File: config.mk
export PLATFORM = sky130hd
export DESIGN_NAME = imem_loader_flat
export DESIGN_NICKNAME = d
export VERILOG_FILES = /design/src/rtl/imem_loader_if.sv /design/src/rtl/imem_loader.sv /design/src/flat_wrapper.sv
export SDC_FILE = /design/constraint.sdc
export NUM_CORES = 1
export LEC_CHECK = 0
export ABC_CLOCK_PERIOD_IN_PS = 2600
export CAP_MARGIN = 20
export CELL_PAD_IN_SITES_DETAIL_PLACEMENT = 0
export CELL_PAD_IN_SITES_GLOBAL_PLACEMENT = 1
export CORE_UTILIZATION = 30
export DETAILED_ROUTE_END_ITERATION = 8
export PLACE_DENSITY = 0.61
export SLEW_MARGIN = 20
export SYNTH_ARGS = -nofsm -noshare
export SYNTH_HDL_FRONTEND = slang
export SYNTH_SLANG_ARGS = --single-unit
File: constraint.sdc
create_clock -name clka -period 2.6 [get_ports clka]
set_input_delay 0.78 -clock clka [delete_from_list [all_inputs] [get_ports clka]]
set_output_delay 0.78 -clock clka [all_outputs]
set_load 0.03 [all_outputs]
File: src/rtl/imem_loader_if.sv
// rtl/imem_loader_if.sv - byte stream, instruction memory write port and status for imem_loader
interface imem_loader_if #(
  parameter int ADDR_W = 9
);
  logic              start;
  logic              rx_valid;
  logic [7:0]        rx_data;
  logic              rx_ready;
  logic              wea;
  logic [ADDR_W-1:0] addra;
  logic [31:0]       dina;
  logic              busy;
  logic              done;
  logic              error;
  logic [ADDR_W:0]   words_written;

  modport master (
    input  start, rx_valid, rx_data,
    output rx_ready, wea, addra, dina, busy, done, error, words_written
  );

  modport slave (
    output start, rx_valid, rx_data,
    input  rx_ready, wea, addra, dina, busy, done, error, words_written
  );
endinterface

File: src/rtl/imem_loader.sv
// rtl/imem_loader.sv - length-prefixed byte stream to instruction memory word writes
// Optional trailing XOR checksum byte enabled by IMEM_LOADER_CKSUM_EN.
module imem_loader #(
  parameter int ADDR_W = 9,
  parameter int DEPTH  = 512
) (
  input  logic          clka,
  input  logic          rsta,
  imem_loader_if.master bus
);

`ifdef IMEM_LOADER_CKSUM_EN
  typedef enum logic [2:0] {IDLE, LEN_LO, LEN_HI, DATA, CKSUM, DONE, ERROR} state_t;
`else
  typedef enum logic [2:0] {IDLE, LEN_LO, LEN_HI, DATA, DONE, ERROR} state_t;
`endif

  localparam logic [15:0] DEPTH_L = 16'(DEPTH);

  state_t      state;
  logic [15:0] len;
  logic [1:0]  byte_idx;
  logic [23:0] word_buf;
`ifdef IMEM_LOADER_CKSUM_EN
  logic [7:0]  cksum;
`endif

  logic        xfer;
  logic [15:0] full_len;
  logic [15:0] ww_next;
  logic        last_word;

  assign xfer      = bus.rx_valid & bus.rx_ready;
  assign full_len  = {bus.rx_data, len[7:0]};
  assign ww_next   = 16'(bus.words_written) + 16'd1;
  assign last_word = (ww_next == len);

  always_ff @(posedge clka) begin
    if (rsta) begin
      state             <= IDLE;
      len               <= '0;
      byte_idx          <= '0;
      word_buf          <= '0;
`ifdef IMEM_LOADER_CKSUM_EN
      cksum             <= '0;
`endif
      bus.rx_ready      <= 1'b0;
      bus.wea           <= 1'b0;
      bus.addra         <= '0;
      bus.dina          <= '0;
      bus.busy          <= 1'b0;
      bus.done          <= 1'b0;
      bus.error         <= 1'b0;
      bus.words_written <= '0;
    end else begin
      bus.wea <= 1'b0;
      case (state)
        IDLE, DONE, ERROR: begin
          if (bus.start) begin
            state             <= LEN_LO;
            byte_idx          <= '0;
`ifdef IMEM_LOADER_CKSUM_EN
            cksum             <= '0;
`endif
            bus.rx_ready      <= 1'b1;
            bus.busy          <= 1'b1;
            bus.done          <= 1'b0;
            bus.error         <= 1'b0;
            bus.words_written <= '0;
          end else if (state == DONE) begin
            // Entry from DATA leaves done low for the cycle carrying the final write.
            bus.done <= 1'b1;
            bus.busy <= 1'b0;
          end
        end

        LEN_LO: begin
          if (xfer) begin
            len[7:0] <= bus.rx_data;
            state    <= LEN_HI;
          end
        end

        LEN_HI: begin
          if (xfer) begin
            len[15:8] <= bus.rx_data;
            if (full_len == 16'd0) begin
`ifdef IMEM_LOADER_CKSUM_EN
              state        <= CKSUM;
`else
              state        <= DONE;
              bus.rx_ready <= 1'b0;
              bus.done     <= 1'b1;
              bus.busy     <= 1'b0;
`endif
            end else if (full_len > DEPTH_L) begin
              state        <= ERROR;
              bus.rx_ready <= 1'b0;
              bus.error    <= 1'b1;
              bus.busy     <= 1'b0;
            end else begin
              state <= DATA;
            end
          end
        end

        DATA: begin
          if (xfer) begin
            byte_idx <= byte_idx + 2'd1;
`ifdef IMEM_LOADER_CKSUM_EN
            cksum    <= cksum ^ bus.rx_data;
`endif
            case (byte_idx)
              2'd0: word_buf[7:0]   <= bus.rx_data;
              2'd1: word_buf[15:8]  <= bus.rx_data;
              2'd2: word_buf[23:16] <= bus.rx_data;
              default: begin
                bus.wea           <= 1'b1;
                bus.addra         <= bus.words_written[ADDR_W-1:0];
                bus.dina          <= {bus.rx_data, word_buf};
                bus.words_written <= ww_next[ADDR_W:0];
                if (last_word) begin
`ifdef IMEM_LOADER_CKSUM_EN
                  state        <= CKSUM;
`else
                  state        <= DONE;
                  bus.rx_ready <= 1'b0;
`endif
                end
              end
            endcase
          end
        end

`ifdef IMEM_LOADER_CKSUM_EN
        CKSUM: begin
          if (xfer) begin
            bus.rx_ready <= 1'b0;
            bus.busy     <= 1'b0;
            if (bus.rx_data == cksum) begin
              state    <= DONE;
              bus.done <= 1'b1;
            end else begin
              state     <= ERROR;
              bus.error <= 1'b1;
            end
          end
        end
`endif

        default: begin
          state        <= IDLE;
          bus.rx_ready <= 1'b0;
          bus.busy     <= 1'b0;
        end
      endcase
    end
  end

endmodule

File: src/flat_wrapper.sv
// flat-port wrapper written by rule: the top's interface ports become plain ports
module imem_loader_flat 
#(
  parameter int ADDR_W = 9,
  parameter int DEPTH  = 512
)
  (clka, rsta, bus_start, bus_rx_valid, bus_rx_data, bus_rx_ready, bus_wea, bus_addra, bus_dina, bus_busy, bus_done, bus_error, bus_words_written);
  imem_loader_if #(.ADDR_W(ADDR_W)) bus_i ();
  input  logic clka;
  input  logic rsta;
  input wire logic [$bits(bus_i.start)-1:0] bus_start;
  input wire logic [$bits(bus_i.rx_valid)-1:0] bus_rx_valid;
  input wire logic [$bits(bus_i.rx_data)-1:0] bus_rx_data;
  output wire logic [$bits(bus_i.rx_ready)-1:0] bus_rx_ready;
  output wire logic [$bits(bus_i.wea)-1:0] bus_wea;
  output wire logic [$bits(bus_i.addra)-1:0] bus_addra;
  output wire logic [$bits(bus_i.dina)-1:0] bus_dina;
  output wire logic [$bits(bus_i.busy)-1:0] bus_busy;
  output wire logic [$bits(bus_i.done)-1:0] bus_done;
  output wire logic [$bits(bus_i.error)-1:0] bus_error;
  output wire logic [$bits(bus_i.words_written)-1:0] bus_words_written;
  assign bus_i.start = bus_start;
  assign bus_i.rx_valid = bus_rx_valid;
  assign bus_i.rx_data = bus_rx_data;
  assign bus_rx_ready = bus_i.rx_ready;
  assign bus_wea = bus_i.wea;
  assign bus_addra = bus_i.addra;
  assign bus_dina = bus_i.dina;
  assign bus_busy = bus_i.busy;
  assign bus_done = bus_i.done;
  assign bus_error = bus_i.error;
  assign bus_words_written = bus_i.words_written;
  imem_loader #(.ADDR_W(ADDR_W), .DEPTH(DEPTH)) u_core (.clka(clka), .rsta(rsta), .bus(bus_i));
endmodule
# After elaboration in Yosys (flattened, before gate mapping)
# Index checks and enable logic that the tools add are counted.
# word_totals
regBits	101
output_inout_bits	56
input_bits	12
word_cells	103
# op_classes
reduce_logical	22
n_addsub	2
n_lt_le_gt_ge	1
mux	38
n_eq_ne	19
bitwise_logic	6
# op_table
operator	count
$mux 10	3
$mux 3	8
$pmux 10 s2	1
$mux 1	18
$eq 16x16->1	1
$gt 16x10->1 const B	1
$logic_not 16->1	1
$reduce_and 3->1	5
$ne 2x1->1 const B	6
$pmux 3 s4	1
$reduce_and 4->1	3
$add 10x1->11 const B	1
$reduce_or 3->1	3
$reduce_and 7->1	1
$eq 3x2->1 const B	2
$eq 3x3->1 const B	2
$ne 2x2->1 const B	3
$reduce_and 6->1	1
$not 1->1	5
$reduce_and 5->1	1
$mux 2	2
$pmux 1 s2	2
$pmux 1 s4	1
$pmux 2 s2	1
13 further kinds	15

# Logic depth before layout (Yosys ltp)
# logic_depth
ltp_word	6
depth_mapped	9
depth_no_buf	7

# Worst setup path before layout
# Ideal clock, no wire load.
# synth_timing
path_kind	reg2reg
start	reg u_core.bus.words_written[0]
end	reg u_core.state[2]
arrival_time_ns	2.248
t_required_ns	2.485
path_stages_with_launch	8
slack_ns	0.238
setup_ns	0.115
synth_period_minus_slack_ns	2.362
n_path_buf	0
cell_sequence	dfxtp_1 > ha_1 > nand3_1 > or3_1 > and3_1 > a311oi_2 > nor3_2 > o21a_1
# synth_between
elab_chain_cells	4
# synth_lines
element	line	source
start: declaration	imem_loader_if.sv:19	output rx_ready, wea, addra, dina, busy, done, error, words_written
start signal: assignment	imem_loader.sv:121	bus.words_written <= ww_next[ADDR_W:0];
$add 10x1->11	imem_loader.sv:35	assign ww_next = 16'(bus.words_written) + 16'd1;
$eq 16x16->1	imem_loader.sv:36	assign last_word = (ww_next == len);
$ne 2x1->1 (no source line)	--	
$reduce_and 6->1 (no source line)	--	
end signal: assignment	imem_loader.sv:40	state <= IDLE;
end signal: assignment	imem_loader.sv:60	state <= LEN_LO;
end signal: assignment	imem_loader.sv:80	state <= LEN_HI;
end: declaration	imem_loader.sv:20	state_t state;
# Every way passes these cells.
# A chain may end at the register's enable or synchronous reset.

# Final worst setup path
# layout_timing
start	reg u_core.bus.words_written[5]
end	out bus_words_written[5]
# layout_lines
element	line	source
end: declaration	flat_wrapper.sv:21	output wire logic [$bits(bus_i.words_written)-1:0] bus_words_written;
# No word-level cell between the ends.

==> metrics.yaml <==
grt:
  grt_pass1_vias: 3720
  grt_max_degree: 83
  grt-ovfl-total: 0
  grt_usage_pct: 17.73
  grt_antenna_before_repair: 0
  grt_pass1_wl_mm: 19.92
pwr:
  p_per_area_nw_per_um2: 617.0
  seqPwrFrac_pct: 48.5
  ir_drop_mv: 0.3297
  p_sw_share_pct: 28.54
  power.total_uw: 3441
  p_leak_uw: 0.001946
  combPwrFrac_pct: 14.2
  internal_power_uw: 2459
  power.clock.fraction_pct: 37.4
  switchingPower_uw: 981.8
yosys:
  yosys.area_share.simple_pct: 24.17
  synth_cells: 541
  synth-adder-area-share_pct: 1.459
  synth_cell_types: 52
  ys_async_sr_fraction_pct: 0
  synth_top_family_by_area: "simple AND/OR/NAND/NOR gates"
  ys.flop_type: "dfxtp_1"
  muxShareOfSynthArea_pct: 3.269
  ys_ff_latch: 101
  synth_top_area_cell: "dfxtp_1"
  ys_seq_area_share_pct: 47.17
  synth_compound_area_share_pct: 17.78
  yosysWarningCount: 0
  synth_nets: 558
  synth_edf_count: 0
  synth.top_cells.by_area: "dfxtp_1 47%, nand2_1 11%, a21oi_1 9.6%, nor2_1 3.5%, nand3_1 3.4%"
  avgSynthCellArea_um2: 7.923
  synthXorXnorAreaFrac_pct: 1.839
  syn_area_um2: 4287
  synth_top_area_share_pct: 47.17
critical_path:
  path_depth: 1
  cp_max_fo: 9
  worst_path_largest_cell_delay_ns: 0.75
  r2r_cells: 8
  cp_slowest_cell: "clkdlybuf4s50_1"
  worstPathArrival_ns: 1.65
  reg2reg_to: "u_core.bus.rx_ready$_SDFFE_PP0P_"
  reg2reg_slack_ns: 0.18
  reg2reg_from: "u_core.bus.words_written[0]$_SDFFE_PP0P_"
  worstSetupStartpointType: "flip-flop"
  cpLargestDelayFamily: "buffers and inverters"
  worstPathRequired_ns: 1.82
  worstPathCellList: "clkdlybuf4s50_1"
  crit_path_end_kind: "output port"
  path_buf_inv: 1
  crit_type: "flip-flop to output port"
clock_tree:
  clkLatencyLatePin_ns: 0.35
  cts_tree: "yes"
  clock-root-buffer: "clkbuf_16"
  post_cts_buffers: 0
  h-tree-depth: 3
  clk_transition_reported_paths_ns: 0.07
  numClockSinks: 101
  cts_buffers: 9
  cts-root-to-sink-buffers: 2
  holdBufCountCts: 0
detailed_routing:
  wl_met2_mm: 5.504
  dr.max_layer_used: "met4"
  final_antenna_net_count: 0
  drc_errors: 0
  via_count: 3915
  dr.pass1.iters: 4
  totalWireLength_mm: 12.30
  vias_per_cell: 4.912
  avgRoutedWirePerCell_um: 15.43
  route.met3.wl_um: 342
  route.layer.met1.wl_mm: 6.201
  drt_iter0_markers: 231
layout:
  final_cell_area_um2: 5577
  stdcell_count: 797
  fin_util_pct: 40.02
  final_cell_mix: "128 x nand2_1, 101 x dfxtp_1, 82 x a21oi_1"
  seqCellArea_um2: 2022
  drive_above_1_share_pct: 8.914
  nNetsFinal: 629
  final_common_cell: "nand2_1"
  area_growth_pct: 30.09
  diodes: 0
  n_fill_cell: 1459
  multiInputGateArea_um2: 2085
timing:
  hold_violations: 0
  finalCritPeriodShare_pct: 93.36
  fin_crit_ns: 2.427
  finalClockSkew_ns: 0.009960
  slew_violations: 0
  max_slew_margin_pct: 43.03
  worst_hold_slack_ns: 0.4523
  fmax_mhz: 412.0
  rsz0062_at_grt: "false"
  tightest_slew_ns: 0.8546
  final-setup-viol-count: 0
placement:
  io_buffers: 67
  hpwl_mm: 8.481
  placed_cells: 781
  placed_area_um2: 5293
  routabilityCongestion: 0.7940
worst_hold_path:
  min_to: "u_core.bus.dina[18]$_SDFFE_PP0P_"
  hold_depth: 2
  worstHoldStart: "u_core.word_buf[18]$_SDFFE_PP0P_"
  holdCritPathClass: "flip-flop to flip-flop"
die:
  die_width_um: 121.5
  die_area_um2: 14770
  pin_count: 68
  core_um2: 13930
  rows: 43
  die-height_um: 121.5
  start_util_pct: 30.76
outcome:
  status: "finished, final reports clean"
run:
  cap_violations: 0
[area by class of cell]
class	count	area share, %
Multi-Input combinational cell	393	37.38
Clock inverter	4	0.5834
Sequential cell	101	36.26
Inverter	10	0.6731
Clock buffer	12	4.420
Tap cell	180	4.039
Timing Repair Buffer	97	16.65
[metrics by stage]
step,TNS (ns),worst slack (ns)
2_1_floorplan,0,0.2376
3_3_place_gp,-0.5975,-0.08795
3_5_place_dp,-1.104,-0.1450
4_1_cts,0,0.1494
5_1_grt,0,0.008680
6_report,0,0.1726
[power groups by stage]
stage	clock, uW	sequential [uW]	combinational [uW]
after floorplan	0	1680	317
after global placement	0	1700	476
after detailed placement	0	1700	483
after CTS	1330	1660	486
after global routing	1390	1680	549
final	1290	1670	487
[what timing repair did]
item                                    in CTS  in global routing
endpoints found under the setup margin       0                  3
endpoints found under the hold margin        0                  0
resized for setup                            0                  1
[flip-flops by register name, indices dropped and copies added (netlist names)]
name / cells
u_core.bus.error: 1
u_core.bus.dina: 32
u_core.state: 3
u_core.bus.words_written: 10
u_core.bus.wea: 1
u_core.word_buf: 24
u_core.bus.done: 1
u_core.byte_idx: 2
u_core.bus.busy: 1
u_core.len: 16
u_core.bus.addra: 9
u_core.bus.rx_ready: 1
[routing by layer]
layer  up-vias  GRT usage (%)
met2        69          26.81
met4         0          8.025
met1      1829          24.91
met5         -              0
met3        17          2.481
li1       2000              -
[synthesized netlist by cell type, types with 3 or more instances]
cell	count
clkbuf_1	33
nand2_1	128
o21ai_0	19
and3_1	4
or3_1	3
nand3_1	29
nor3_1	6
inv_1	10
a21oi_1	82
xor2_1	6
xnor2_1	3
nor2_1	40
o31ai_1	4
a31oi_1	4
nor4_1	4
nand4_1	4
mux2i_1	14
ha_1	5
nand2b_1	3
dfxtp_1	101
[kinds of logic (layout without fill, tap and decap cells)]
family / Yosys count / after routing
AO/OA/AOI/OAI: 130 / 130
XOR/XNOR: 9 / 9
adder cells (fa/ha/maj): 5 / 5
buffers and inverters: 47 / 123
flip-flops: 101 / 101
multiplexers: 14 / 14
AND/OR/NAND/NOR: 235 / 235
[worst max path at each step]
stage                                             start                                       end
3_3_place_gp                               bus_rx_valid  u_core.bus.words_written[8]$_SDFFE_PP0P_
2_1_floorplan  u_core.bus.words_written[0]$_SDFFE_PP0P_              u_core.state[2]$_SDFFE_PP0P_
5_1_grt        u_core.bus.words_written[0]$_SDFFE_PP0P_          u_core.bus.rx_ready$_SDFFE_PP0P_
6_report       u_core.bus.words_written[5]$_SDFFE_PP0P_                      bus_words_written[5]
4_1_cts        u_core.bus.words_written[5]$_SDFFE_PP0P_                      bus_words_written[5]
3_5_place_dp                               bus_rx_valid  u_core.bus.words_written[4]$_SDFFE_PP0P_
Power figures use the tool's default switching activity.
